==> src/rtl/syzygy_dac_fm_demod_pkg.sv <==
// Shared constants and types for the FM demodulator.
//   PHASE_W   : phase word / carrier increment width
//   DEV_W     : frequency-deviation control width
//   DIV_W     : divisor width (freq_dev >> 1)
//   AUDIO_W   : offset-binary audio width
//   AUDIO_MID : silence code
//   Q_MIN/MAX : signed quotient clamp range before the offset is added
package syzygy_dac_fm_demod_pkg;
  localparam int PHASE_W = 28;
  localparam int DEV_W   = 16;
  localparam int DIV_W   = DEV_W - 1;
  localparam int AUDIO_W = 12;

  localparam logic [AUDIO_W-1:0] AUDIO_MID = 12'h7FF;
  localparam int Q_MIN = -2047;
  localparam int Q_MAX = 2048;

  typedef enum logic [1:0] {
    ST_IDLE,
    ST_DIFF,
    ST_DIV,
    ST_OUT
  } state_t;
endpackage

==> src/rtl/syzygy_dac_fm_demod_if.sv <==
// Sample/result bus of the FM demodulator.
//   master : phase source / audio sink (drives freq_dev, carrier_inc,
//            phase_in, in_valid; observes in_ready, audio, audio_valid, div_err)
//   slave  : the demodulator
interface syzygy_dac_fm_demod_if;
  import syzygy_dac_fm_demod_pkg::*;

  logic [DEV_W-1:0]   freq_dev;
  logic [PHASE_W-1:0] carrier_inc;
  logic [PHASE_W-1:0] phase_in;
  logic               in_valid;
  logic               in_ready;
  logic [AUDIO_W-1:0] audio;
  logic               audio_valid;
  logic               div_err;

  modport master (
    output freq_dev, carrier_inc, phase_in, in_valid,
    input  in_ready, audio, audio_valid, div_err
  );

  modport slave (
    input  freq_dev, carrier_inc, phase_in, in_valid,
    output in_ready, audio, audio_valid, div_err
  );
endinterface

==> src/rtl/syzygy_serial_div.sv <==
// Unsigned restoring divider, one quotient bit per clock.
//   clk, reset_n : clock, async active-low reset (control only)
//   abort        : sync flush, drops any division in progress
//   start        : load dividend/divisor (one-cycle pulse while idle)
//   dividend     : DVD_W-bit unsigned numerator
//   divisor      : DVS_W-bit unsigned denominator, must be non-zero
//   busy         : iterations in progress
//   done         : high during the final iteration; quotient is valid
//                  from the following edge until the next start
//   quotient     : DVD_W-bit truncated quotient
module syzygy_serial_div #(
  parameter int DVD_W = 28,
  parameter int DVS_W = 15
) (
  input  logic             clk,
  input  logic             reset_n,
  input  logic             abort,
  input  logic             start,
  input  logic [DVD_W-1:0] dividend,
  input  logic [DVS_W-1:0] divisor,
  output logic             busy,
  output logic             done,
  output logic [DVD_W-1:0] quotient
);
  localparam int CNT_W = $clog2(DVD_W);

  logic [CNT_W-1:0] cnt;
  logic [DVS_W-1:0] rem;
  logic [DVS_W-1:0] dvs;
  // Dividend bits shift out of the top while quotient bits shift in below.
  logic [DVD_W-1:0] work;
  logic [DVS_W:0]   trial;
  logic             fits;

  // Remainder is always below the divisor, so the shifted trial needs
  // just one extra bit.
  always_comb begin
    trial = {rem, work[DVD_W-1]};
    fits  = (trial >= {1'b0, dvs});
  end

  assign done     = busy && (cnt == '0);
  assign quotient = work;

  always_ff @(posedge clk or negedge reset_n) begin
    if (!reset_n) begin
      busy <= 1'b0;
      cnt  <= '0;
    end else if (abort) begin
      busy <= 1'b0;
    end else if (start) begin
      busy <= 1'b1;
      cnt  <= CNT_W'(DVD_W - 1);
    end else if (busy) begin
      if (cnt == '0) busy <= 1'b0;
      else           cnt  <= cnt - 1'b1;
    end
  end

  always_ff @(posedge clk) begin
    if (start) begin
      rem  <= '0;
      work <= dividend;
      dvs  <= divisor;
    end else if (busy) begin
      rem  <= fits ? DVS_W'(trial - {1'b0, dvs}) : trial[DVS_W-1:0];
      work <= {work[DVD_W-2:0], fits};
    end
  end
endmodule

==> src/rtl/syzygy_dac_fm_demod.sv <==
// FM demodulator: phase differentiator, carrier removal, serial divide by
// the programmed deviation, offset-binary audio out.
//   clk     : system clock (posedge)
//   reset_n : async active-low reset
//   dis     : sync disable; aborts, unprimes and forces silence
//   bus     : slave side of the sample/result interface
//             (freq_dev, carrier_inc, phase_in, in_valid -> in_ready,
//              audio, audio_valid, div_err)
// Timing: accept edge 0, difference edge 1, divide edges 2..29, audio
// strobe edge 30. A zero divisor skips the divide and strobes div_err.
module syzygy_dac_fm_demod
  import syzygy_dac_fm_demod_pkg::*;
(
  input logic                   clk,
  input logic                   reset_n,
  input logic                   dis,
  syzygy_dac_fm_demod_if.slave  bus
);
  state_t             state;
  logic               primed;
  logic               live;
  logic [PHASE_W-1:0] phase_prev;

  logic [PHASE_W-1:0] phase_p0;
  logic [PHASE_W-1:0] inc_p0;
  logic [DEV_W-1:0]   dvsr_p0;

  logic signed [PHASE_W-1:0] delta_p1;
  logic [PHASE_W-1:0]        mag_p1;
  logic                      neg_p1;
  logic                      zero_p1;

  logic               accept;
  logic               div_start;
  logic               div_busy;
  logic               div_done;
  logic [PHASE_W-1:0] div_quo;

  logic [AUDIO_W-1:0] audio_q;
  logic               audio_valid_q;
  logic               div_err_q;

  // Clamp the signed quotient to [Q_MIN, Q_MAX] and add the mid-scale offset.
  function automatic logic [AUDIO_W-1:0] sat_audio(input logic neg,
                                                   input logic [PHASE_W-1:0] mag);
    logic [PHASE_W-1:0] lim;
    lim = neg ? PHASE_W'(-Q_MIN) : PHASE_W'(Q_MAX);
    if (mag < lim) lim = mag;
    return neg ? AUDIO_MID - AUDIO_W'(lim) : AUDIO_MID + AUDIO_W'(lim);
  endfunction

  // live keeps in_ready low while reset is held, without reset_n
  // appearing in combinational logic.
  assign bus.in_ready    = live && (state == ST_IDLE) && !dis && !div_busy;
  assign bus.audio       = audio_q;
  assign bus.audio_valid = audio_valid_q;
  assign bus.div_err     = div_err_q;

  assign accept = bus.in_valid && bus.in_ready;

  // Modular subtraction handles phase wrap across 2^PHASE_W for free.
  always_comb begin
    delta_p1  = $signed(phase_p0 - phase_prev - inc_p0);
    mag_p1    = delta_p1[PHASE_W-1] ? $unsigned(-delta_p1) : $unsigned(delta_p1);
    div_start = (state == ST_DIFF) && !dis && (dvsr_p0 != '0);
  end

  syzygy_serial_div #(
    .DVD_W (PHASE_W),
    .DVS_W (DIV_W)
  ) u_div (
    .clk      (clk),
    .reset_n  (reset_n),
    .abort    (dis),
    .start    (div_start),
    .dividend (mag_p1),
    .divisor  (dvsr_p0[DIV_W-1:0]),
    .busy     (div_busy),
    .done     (div_done),
    .quotient (div_quo)
  );

  always_ff @(posedge clk or negedge reset_n) begin
    if (!reset_n) begin
      state         <= ST_IDLE;
      primed        <= 1'b0;
      live          <= 1'b0;
      phase_prev    <= '0;
      audio_q       <= AUDIO_MID;
      audio_valid_q <= 1'b0;
      div_err_q     <= 1'b0;
    end else begin
      live          <= 1'b1;
      audio_valid_q <= 1'b0;
      div_err_q     <= 1'b0;
      if (dis) begin
        state   <= ST_IDLE;
        primed  <= 1'b0;
        audio_q <= AUDIO_MID;
      end else begin
        case (state)
          ST_IDLE: begin
            if (accept) begin
              if (primed) begin
                state <= ST_DIFF;
              end else begin
                primed     <= 1'b1;
                phase_prev <= bus.phase_in;
              end
            end
          end
          ST_DIFF: begin
            phase_prev <= phase_p0;
            state      <= (dvsr_p0 == '0) ? ST_OUT : ST_DIV;
          end
          ST_DIV: begin
            if (div_done) state <= ST_OUT;
          end
          ST_OUT: begin
            audio_valid_q <= 1'b1;
            div_err_q     <= zero_p1;
            audio_q       <= zero_p1 ? AUDIO_MID : sat_audio(neg_p1, div_quo);
            state         <= ST_IDLE;
          end
          default: state <= ST_IDLE;
        endcase
      end
    end
  end

  // Stage p0: operands captured at accept
  always_ff @(posedge clk) begin
    if (accept) begin
      phase_p0 <= bus.phase_in;
      inc_p0   <= bus.carrier_inc;
      dvsr_p0  <= bus.freq_dev >> 1;
    end
  end

  // Stage p1: sign and divisor class captured at the difference step
  always_ff @(posedge clk) begin
    if (state == ST_DIFF) begin
      neg_p1  <= delta_p1[PHASE_W-1];
      zero_p1 <= (dvsr_p0 == '0);
    end
  end
endmodule

==> src/flat_wrapper.sv <==
// flat-port wrapper written by rule: the top's interface ports become plain ports
module syzygy_dac_fm_demod_flat import syzygy_dac_fm_demod_pkg::*;
  (clk, reset_n, dis, bus_freq_dev, bus_carrier_inc, bus_phase_in, bus_in_valid, bus_in_ready, bus_audio, bus_audio_valid, bus_div_err);
  syzygy_dac_fm_demod_if bus_i ();
  input logic clk;
  input logic reset_n;
  input logic dis;
  input wire logic [$bits(bus_i.freq_dev)-1:0] bus_freq_dev;
  input wire logic [$bits(bus_i.carrier_inc)-1:0] bus_carrier_inc;
  input wire logic [$bits(bus_i.phase_in)-1:0] bus_phase_in;
  input wire logic [$bits(bus_i.in_valid)-1:0] bus_in_valid;
  output wire logic [$bits(bus_i.in_ready)-1:0] bus_in_ready;
  output wire logic [$bits(bus_i.audio)-1:0] bus_audio;
  output wire logic [$bits(bus_i.audio_valid)-1:0] bus_audio_valid;
  output wire logic [$bits(bus_i.div_err)-1:0] bus_div_err;
  assign bus_i.freq_dev = bus_freq_dev;
  assign bus_i.carrier_inc = bus_carrier_inc;
  assign bus_i.phase_in = bus_phase_in;
  assign bus_i.in_valid = bus_in_valid;
  assign bus_in_ready = bus_i.in_ready;
  assign bus_audio = bus_i.audio;
  assign bus_audio_valid = bus_i.audio_valid;
  assign bus_div_err = bus_i.div_err;
  syzygy_dac_fm_demod u_core (.clk(clk), .reset_n(reset_n), .dis(dis), .bus(bus_i));
endmodule
==> config.mk <==
export PLATFORM = sky130hd
export DESIGN_NAME = syzygy_dac_fm_demod_flat
export DESIGN_NICKNAME = d
export VERILOG_FILES = /design/src/rtl/syzygy_dac_fm_demod_pkg.sv /design/src/rtl/syzygy_dac_fm_demod_if.sv /design/src/rtl/syzygy_serial_div.sv /design/src/rtl/syzygy_dac_fm_demod.sv /design/src/flat_wrapper.sv
export SDC_FILE = /design/constraint.sdc
export NUM_CORES = 1
export LEC_CHECK = 0
export CORE_ASPECT_RATIO = 1.5
export CORE_MARGIN = 5
export CORE_UTILIZATION = 35
export CTS_CLUSTER_DIAMETER = 40
export CTS_CLUSTER_SIZE = 20
export DETAILED_ROUTE_END_ITERATION = 10
export GPL_ROUTABILITY_DRIVEN = 1
export MAX_ROUTING_LAYER = met4
export SLEW_MARGIN = 15
export SYNTH_ARGS = -nofsm -noshare
export SYNTH_HDL_FRONTEND = slang
export SYNTH_SLANG_ARGS = --single-unit
==> constraint.sdc <==
create_clock -name clk -period 5.8 [get_ports clk]
set_input_delay 0.87 -clock clk [delete_from_list [all_inputs] [get_ports clk]]
set_output_delay 0.87 -clock clk [all_outputs]
set_load 0.01 [all_outputs]
**Word level (Yosys, flattened, before mapping)**

Cells that the tools add are included.

- Output and inout bits: 15
- Input bits: 76
- Flip-flop bits (word level): 183
- Word-level logic and storage cells: 93

- Add/subtract/negate cells: 7
- Mux-type cells: 35
- Eq/ne operators: 9
- Reduce and logical (&&, ||, !) cells: 22
- $lt $le $gt $ge: 2
- Bitwise operators: 1

Operator list:

| kind | count |
|---|---|
| $mux W28 | 5 |
| $mux W12 | 8 |
| $pmux W28 S2 | 1 |
| $sub A28 B28 Y28 | 2 |
| $lt A28 B12 Y1 | 1 |
| $neg A28 Y28 | 1 |
| $ge A16 B15 Y1 | 1 |
| $logic_not A16 Y1 | 1 |
| $reduce_bool A16 Y1 | 1 |
| $mux W15 | 1 |
| $mux W5 | 3 |
| $sub A15 B15 Y15 | 1 |
| $add A11 B12 Y12 const A | 1 |
| $mux W1 | 12 |
| $sub A11 B12 Y12 const A | 1 |
| $reduce_bool A2 Y1 | 5 |
| $ne A3 B2 Y1 const B | 3 |
| $mux W2 | 4 |
| $pmux W2 S4 | 1 |
| $logic_and A1 B1 Y1 | 7 |
| $reduce_and A3 Y1 | 2 |
| $logic_not A5 Y1 | 1 |
| $sub A5 B1 Y5 const B | 1 |
| $eq A2 B2 Y1 const B | 2 |
| other kinds (8) | 10 |

**Longest topological paths before layout**

- Depth after elaboration: 10
- Depth in mapped cells: 17
- Depth with buffers taken out: 15

**By module**

From an unflattened synthesis, not the netlist that was laid out.

- Cell total of the unflattened synthesis: 1075
- Area total of the unflattened synthesis: 11325.9 µm²

By module, submodules not included:

| module | area each (µm²) | seq. area each (µm²) | cells each | times used |
|---|---|---|---|---|
| syzygy_dac_fm_demod | 7763.7 | 3357.0 | 752 | 1 |
| syzygy_serial_div | 3562.2 | 1741.7 | 323 | 1 |

**Least setup slack after synthesis**

OpenSTA, ideal clock, no wires.

- Kind: input to register
- Start point: input dis
- End point: register u_core.phase_prev[16]
- Data required time: 5723 ps
- Stages: 9
- Path buffers: 3
- Library setup time: 77 ps
- Slack: 1456 ps
- Arrival: 4267 ps
- Path through: clkbuf_1 > nor3_1 > and2_1 > a21oi_1 > nor2_1 > clkbuf_1 > buf_1 > nor2_1 > a21oi_1

- Word-level cells in the longest chain between the ends: 6
- Elaborated cells on any way between the ends: 7
- Classes of those cells: eq/ne: 1; bitwise: 1; reduce/logical: 5

Ends and longest elaborated chain:

| element | line | RTL |
|---|---|---|
| from (decl) | flat_wrapper.sv:7 | `input logic dis;` |
| $logic_not A1 Y1 | syzygy_dac_fm_demod.sv:54 | `assign bus.in_ready = live && (state == ST_IDLE) && !dis && !div_busy;` |
| $logic_and A1 B1 Y1 (2 in a row) | syzygy_dac_fm_demod.sv:54 |  |
| via bus_in_ready | flat_wrapper.sv:12 | `output wire logic [$bits(bus_i.in_ready)-1:0] bus_in_ready;` |
| $logic_and A1 B1 Y1 | syzygy_dac_fm_demod.sv:59 | `assign accept = bus.in_valid && bus.in_ready;` |
| via u_core.accept | syzygy_dac_fm_demod.sv:33 | `logic accept;` |
| $ne A2 B1 Y1 (no source line) | -- |  |
| $reduce_and A4 Y1 (no source line) | -- |  |
| to (signal assigned) | syzygy_dac_fm_demod.sv:108 | `phase_prev <= bus.phase_in;` |
| to (signal assigned) | syzygy_dac_fm_demod.sv:113 | `phase_prev <= phase_p0;` |
| to (decl) | syzygy_dac_fm_demod.sv:22 | `logic [PHASE_W-1:0] phase_prev;` |

The timed path passes the listed nets, and every way through them passes these cells.
A chain may end at the register's enable or synchronous reset.

**Worst setup path after layout**

- Start point: register u_core.phase_p0[15]
- End point: register u_core.u_div.work[23], in the netlist u_core.u_div.quotient[23], data pin

- Word-level cells in the longest chain between the ends: 5

Ends and longest elaborated chain:

| element | line | RTL |
|---|---|---|
| from (decl) | syzygy_dac_fm_demod.sv:24 | `logic [PHASE_W-1:0] phase_p0;` |
| from (signal assigned) | syzygy_dac_fm_demod.sv:134 | `phase_p0 <= bus.phase_in;` |
| $sub A28 B28 Y28 * (2 in a row) | syzygy_dac_fm_demod.sv:63 | `delta_p1 = $signed(phase_p0 - phase_prev - inc_p0);` |
| $neg A28 Y28 | syzygy_dac_fm_demod.sv:64 | `mag_p1 = delta_p1[PHASE_W-1] ? $unsigned(-delta_p1) : $unsigned(delta_p1);` |
| $mux W28 * | syzygy_dac_fm_demod.sv:64 |  |
| $mux W28 * | syzygy_serial_div.sv:61 | `if (start) begin` |
| to (signal assigned) | syzygy_serial_div.sv:63 | `work <= dividend;` |
| to (signal assigned) | syzygy_serial_div.sv:67 | `work <= {work[DVD_W-2:0], fits};` |
| to (decl) | syzygy_serial_div.sv:31 | `logic [DVD_W-1:0] work;` |

Every way passes the cells marked *; elsewhere a longest branch is shown, timed or not.

==> key figures <==
Yosys
  – Register area share after synthesis: 44.8%
  – Synthesized flop and latch total: 183
  – Post-synthesis cell count: 1,114
  – Synth Flop Type: edfxtp_1
  – Mapped Nets: 1,282
  – Async set-reset flop share out of synthesis: 28.4%
  – Synth Area per Inst: 10.2 sq um
  – Area of the mapped netlist: 11,400 sq um
  – Library cells used by synthesis: 89
  – Post-synth EDFFs: 116
  – Yosys warning count: 0

GRT
  – Initial antenna violation count: 0
  – First-pass GRT wire length: 41,200 um
  – Global route overflow: 0
  – Number of global-route vias before repair: 8,277
  – GRT Total Usage: 14.5%
  – Largest net degree at the start of global routing: 74

Die
  – IO Pins: 91
  – Die Span Y: 231 um
  – Core area: 32,400 sq um
  – Die ar.: 36,300 sq um
  – Chip Width: 157 um
  – Row count: 81
  – Initial Util: 35.1%

Route
  – Routed via count: 8,227
  – Drt drc: 0
  – Drt initial violations: 447
  – Routed vias/inst: 5.10
  – Final ANT Viol Nets: 0
  – DRT Pass-1 Iters: 5
  – WL/cell: 15.3 um
  – Total Wirelength: 24,700 um

CTS
  – Clk_lat worst skew: 440 ps
  – Root Buffer: clkbuf_16
  – CTS tree: done
  – Setup repair bufs after CTS: 0
  – Clock transition at the registers of the reported paths: 70 ps
  – H-tree depth: 4
  – Clock buffer count from CTS: 17
  – Clock Path Buffers: 2
  – Resized Gates After CTS: 0
  – Clock sink count: 183
  – Hold buffers post-CTS: 0

Cells and area
  – Sequential cell area: 5100 sq um
  – # diodes: 0
  – Fill count: 3,199
  – Commonest non-fill, non-tap cells in the layout: 116 x edfxtp_1, 105 x a21oi_1, 98 x inv_1
  – Multi-input logic area: 5740 sq um
  – Layout net count: 1,353
  – Most common cell after layout, fill and taps aside: edfxtp_1
  – Share of layout cells above drive strength 1: 6.76%
  – Area growth syn-to-layout: 16.2%

Placement
  – Gp weighted congestion: 0.859
  – Hpwl dp: 18,600 um
  – Buffers on Ports: 89

Worst setup path
  – CP required: 5970 ps
  – CP Max Fanout: 12
  – Crit path capture type: flip-flop
  – Worst path slowest cell: or4_1
  – CP Data Arrival Time: 4640 ps
  – Max stage delay on crit path: 570 ps
  – Worst path cell trace: fa_1, ha_1, and2_1, or4b_1, o21ai_0, xor2_1, or4_1, o41a_1, xnor2_1, o21ai_1
  – CP startpoint kind: flip-flop
  – Worst setup path category: flip-flop to flip-flop
  – Cell family with most CP delay: simple AND/OR/NAND/NOR gates
  – Reg2Reg Setup Slack: 1330 ps
  – Worst path bufs/invs: 0

Pwr
  – PwrDens: 605 nW/um^2
  – Static leakage: 0.00522 uW
  – Max VDD drop: 0.000327 V

STA
  – Worst clock skew: 9.70 ps
  – # setup viols final: 0
  – Unrepaired setup endpoints after global routing: no
  – Fin Setup TNS: 0 ps
  – Final period utilization: 77.0%
  – Slew Limit Headroom: 24.5%
  – Slew Viols, Final: 0
  – Worst-Margin Slew: 1130 ps
  – Max Freq: 224 MHz
  – Crit path time final: 4470 ps
  – Final Hold Vio Count: 0
  – Fin Hold WS: 448 ps

Outcome
  – Outcome: finished, final reports clean

Hold path
  – HP Class: flip-flop to flip-flop

Run
  – Max cap viols: 0
[area by class of cell]
| cell class | instances | share of cell area (%) |
|---|---|---|
| Inverter | 99 | 2.81 |
| Tap cell | 415 | 3.92 |
| Clock inverter | 14 | 0.926 |
| Timing Repair Buffer | 99 | 7.26 |
| Clock buffer | 18 | 3.24 |
| Sequential cell | 183 | 38.5 |
| Multi-Input combinational cell | 785 | 43.3 |
[per-layer routing]
metal / vias up / track usage [%] / wire length [um]
li1: 4164 / - / -
met1: 3917 / 16.4 / 10400
met2: 109 / 25.3 / 12900
met3: 37 / 2.36 / 607
met4: 0 / 5.89 / 792
met5: - / - / 0
[worst register-to-register path, cell delays in order, from the launching register on]
cell	delay [ps]
edfxtp_1	420
fa_1	500
ha_1	510
and2_1	330
or4b_1	450
o21ai_0	480
xor2_1	240
or4_1	570
o41a_1	460
xnor2_1	190
o21ai_1	70
[where the power goes]
group	switching (uW)	leakage (uW)	internal [uW]
clock network	513	0.000263	594
logic	2900	0.00318	2040
registers	214	0.00178	1750
total	3630	0.00522	4380
[path summary, 6_finish.rpt]
kind,start,to,cells after the start
setup / recovery,u_core.phase_p0[15],u_core.u_div.quotient[23],10
hold / removal,u_core.dvsr_p0[11],u_core.u_div.dvs[11],0
setup reg to reg,u_core.phase_p0[15],u_core.u_div.quotient[23],10
hold reg to reg,u_core.dvsr_p0[11],u_core.u_div.dvs[11],0
max in group asynchronous,reset_n,u_core.phase_prev[14],2
min in group asynchronous,reset_n,u_core.bus.div_err,2
[registers in the layout (all words and copies together), names as in the netlist]
register and flops:
u_core.bus.audio_valid 1, u_core.neg_p1 1, u_core.phase_prev 28, u_core.u_div.quotient 28, u_core.state 2, u_core.phase_p0 28, u_core.bus.audio 12, u_core.primed 1
u_core.u_div.rem 15, u_core.live 1, u_core.bus.div_err 1, u_core.zero_p1 1, u_core.u_div.cnt 5, u_core.u_div.busy 1, u_core.inc_p0 28, u_core.dvsr_p0 15
u_core.u_div.dvs 15
[metrics by stage]
stage | instance area, sq um | setup slack, ps | utilization [%] | std cells | power (uW)
CTS | 13200 | 1330 | 40.8 | 1613 | 8090
finish | 13200 | 1330 | 40.8 | 1613 | 8010
global placement | 12700 | 1410 | 39.1 | 1581 | 6860
global route | 13200 | 904 | 40.8 | 1613 | 8790
floorplan | 11400 | 1460 | - | 1114 | 5860
detailed placement | 12700 | 1330 | 39.1 | 1581 | 6950
[logic make-up (layout without fill, tap and decap cells)]
family | Yosys count | in the layout | synth area share, %
AOI/OAI and AO/OA | 293 | 293 | 16.6
other | 1 | 1 | 0.0329
muxes | 45 | 45 | 3.96
xor gates and xnor gates | 60 | 60 | 4.78
buffers and inverters | 146 | 230 | 5.01
DFF | 183 | 183 | 44.8
and+or+nand+nor | 294 | 294 | 12.9
adders and majority gates | 92 | 92 | 11.9
[cells in the mapped netlist (all sizes together), types with 6 or more instances]
cell | count | area share [%]
edfxtp | 116 | 31
a21oi | 106 | 4.7
inv | 98 | 3.2
nand2 | 77 | 2.5
nor2 | 77 | 2.6
o21ai | 77 | 3.4
ha | 64 | 7.0
mux2i | 44 | 3.9
dfrtp | 41 | 9.0
xnor2 | 38 | 3.1
clkbuf | 35 | 1.2
fa | 28 | 4.9
nor3 | 24 | 1.1
nand3 | 22 | 0.97
xor2 | 22 | 1.7
a21o | 20 | 1.3
dfxtp | 15 | 2.6
nor4 | 14 | 0.77
buf | 12 | 0.57
dfstp | 11 | 2.5
nand4 | 11 | 0.60
and3 | 10 | 0.55
and2 | 9 | 0.49
o211ai | 9 | 0.59
nand2b | 8 | 0.44
nor2b | 8 | 0.51
o21a | 7 | 0.46
a31oi | 6 | 0.33
o31ai | 6 | 0.48
No activity file was read; power rests on OpenSTA's default activity.
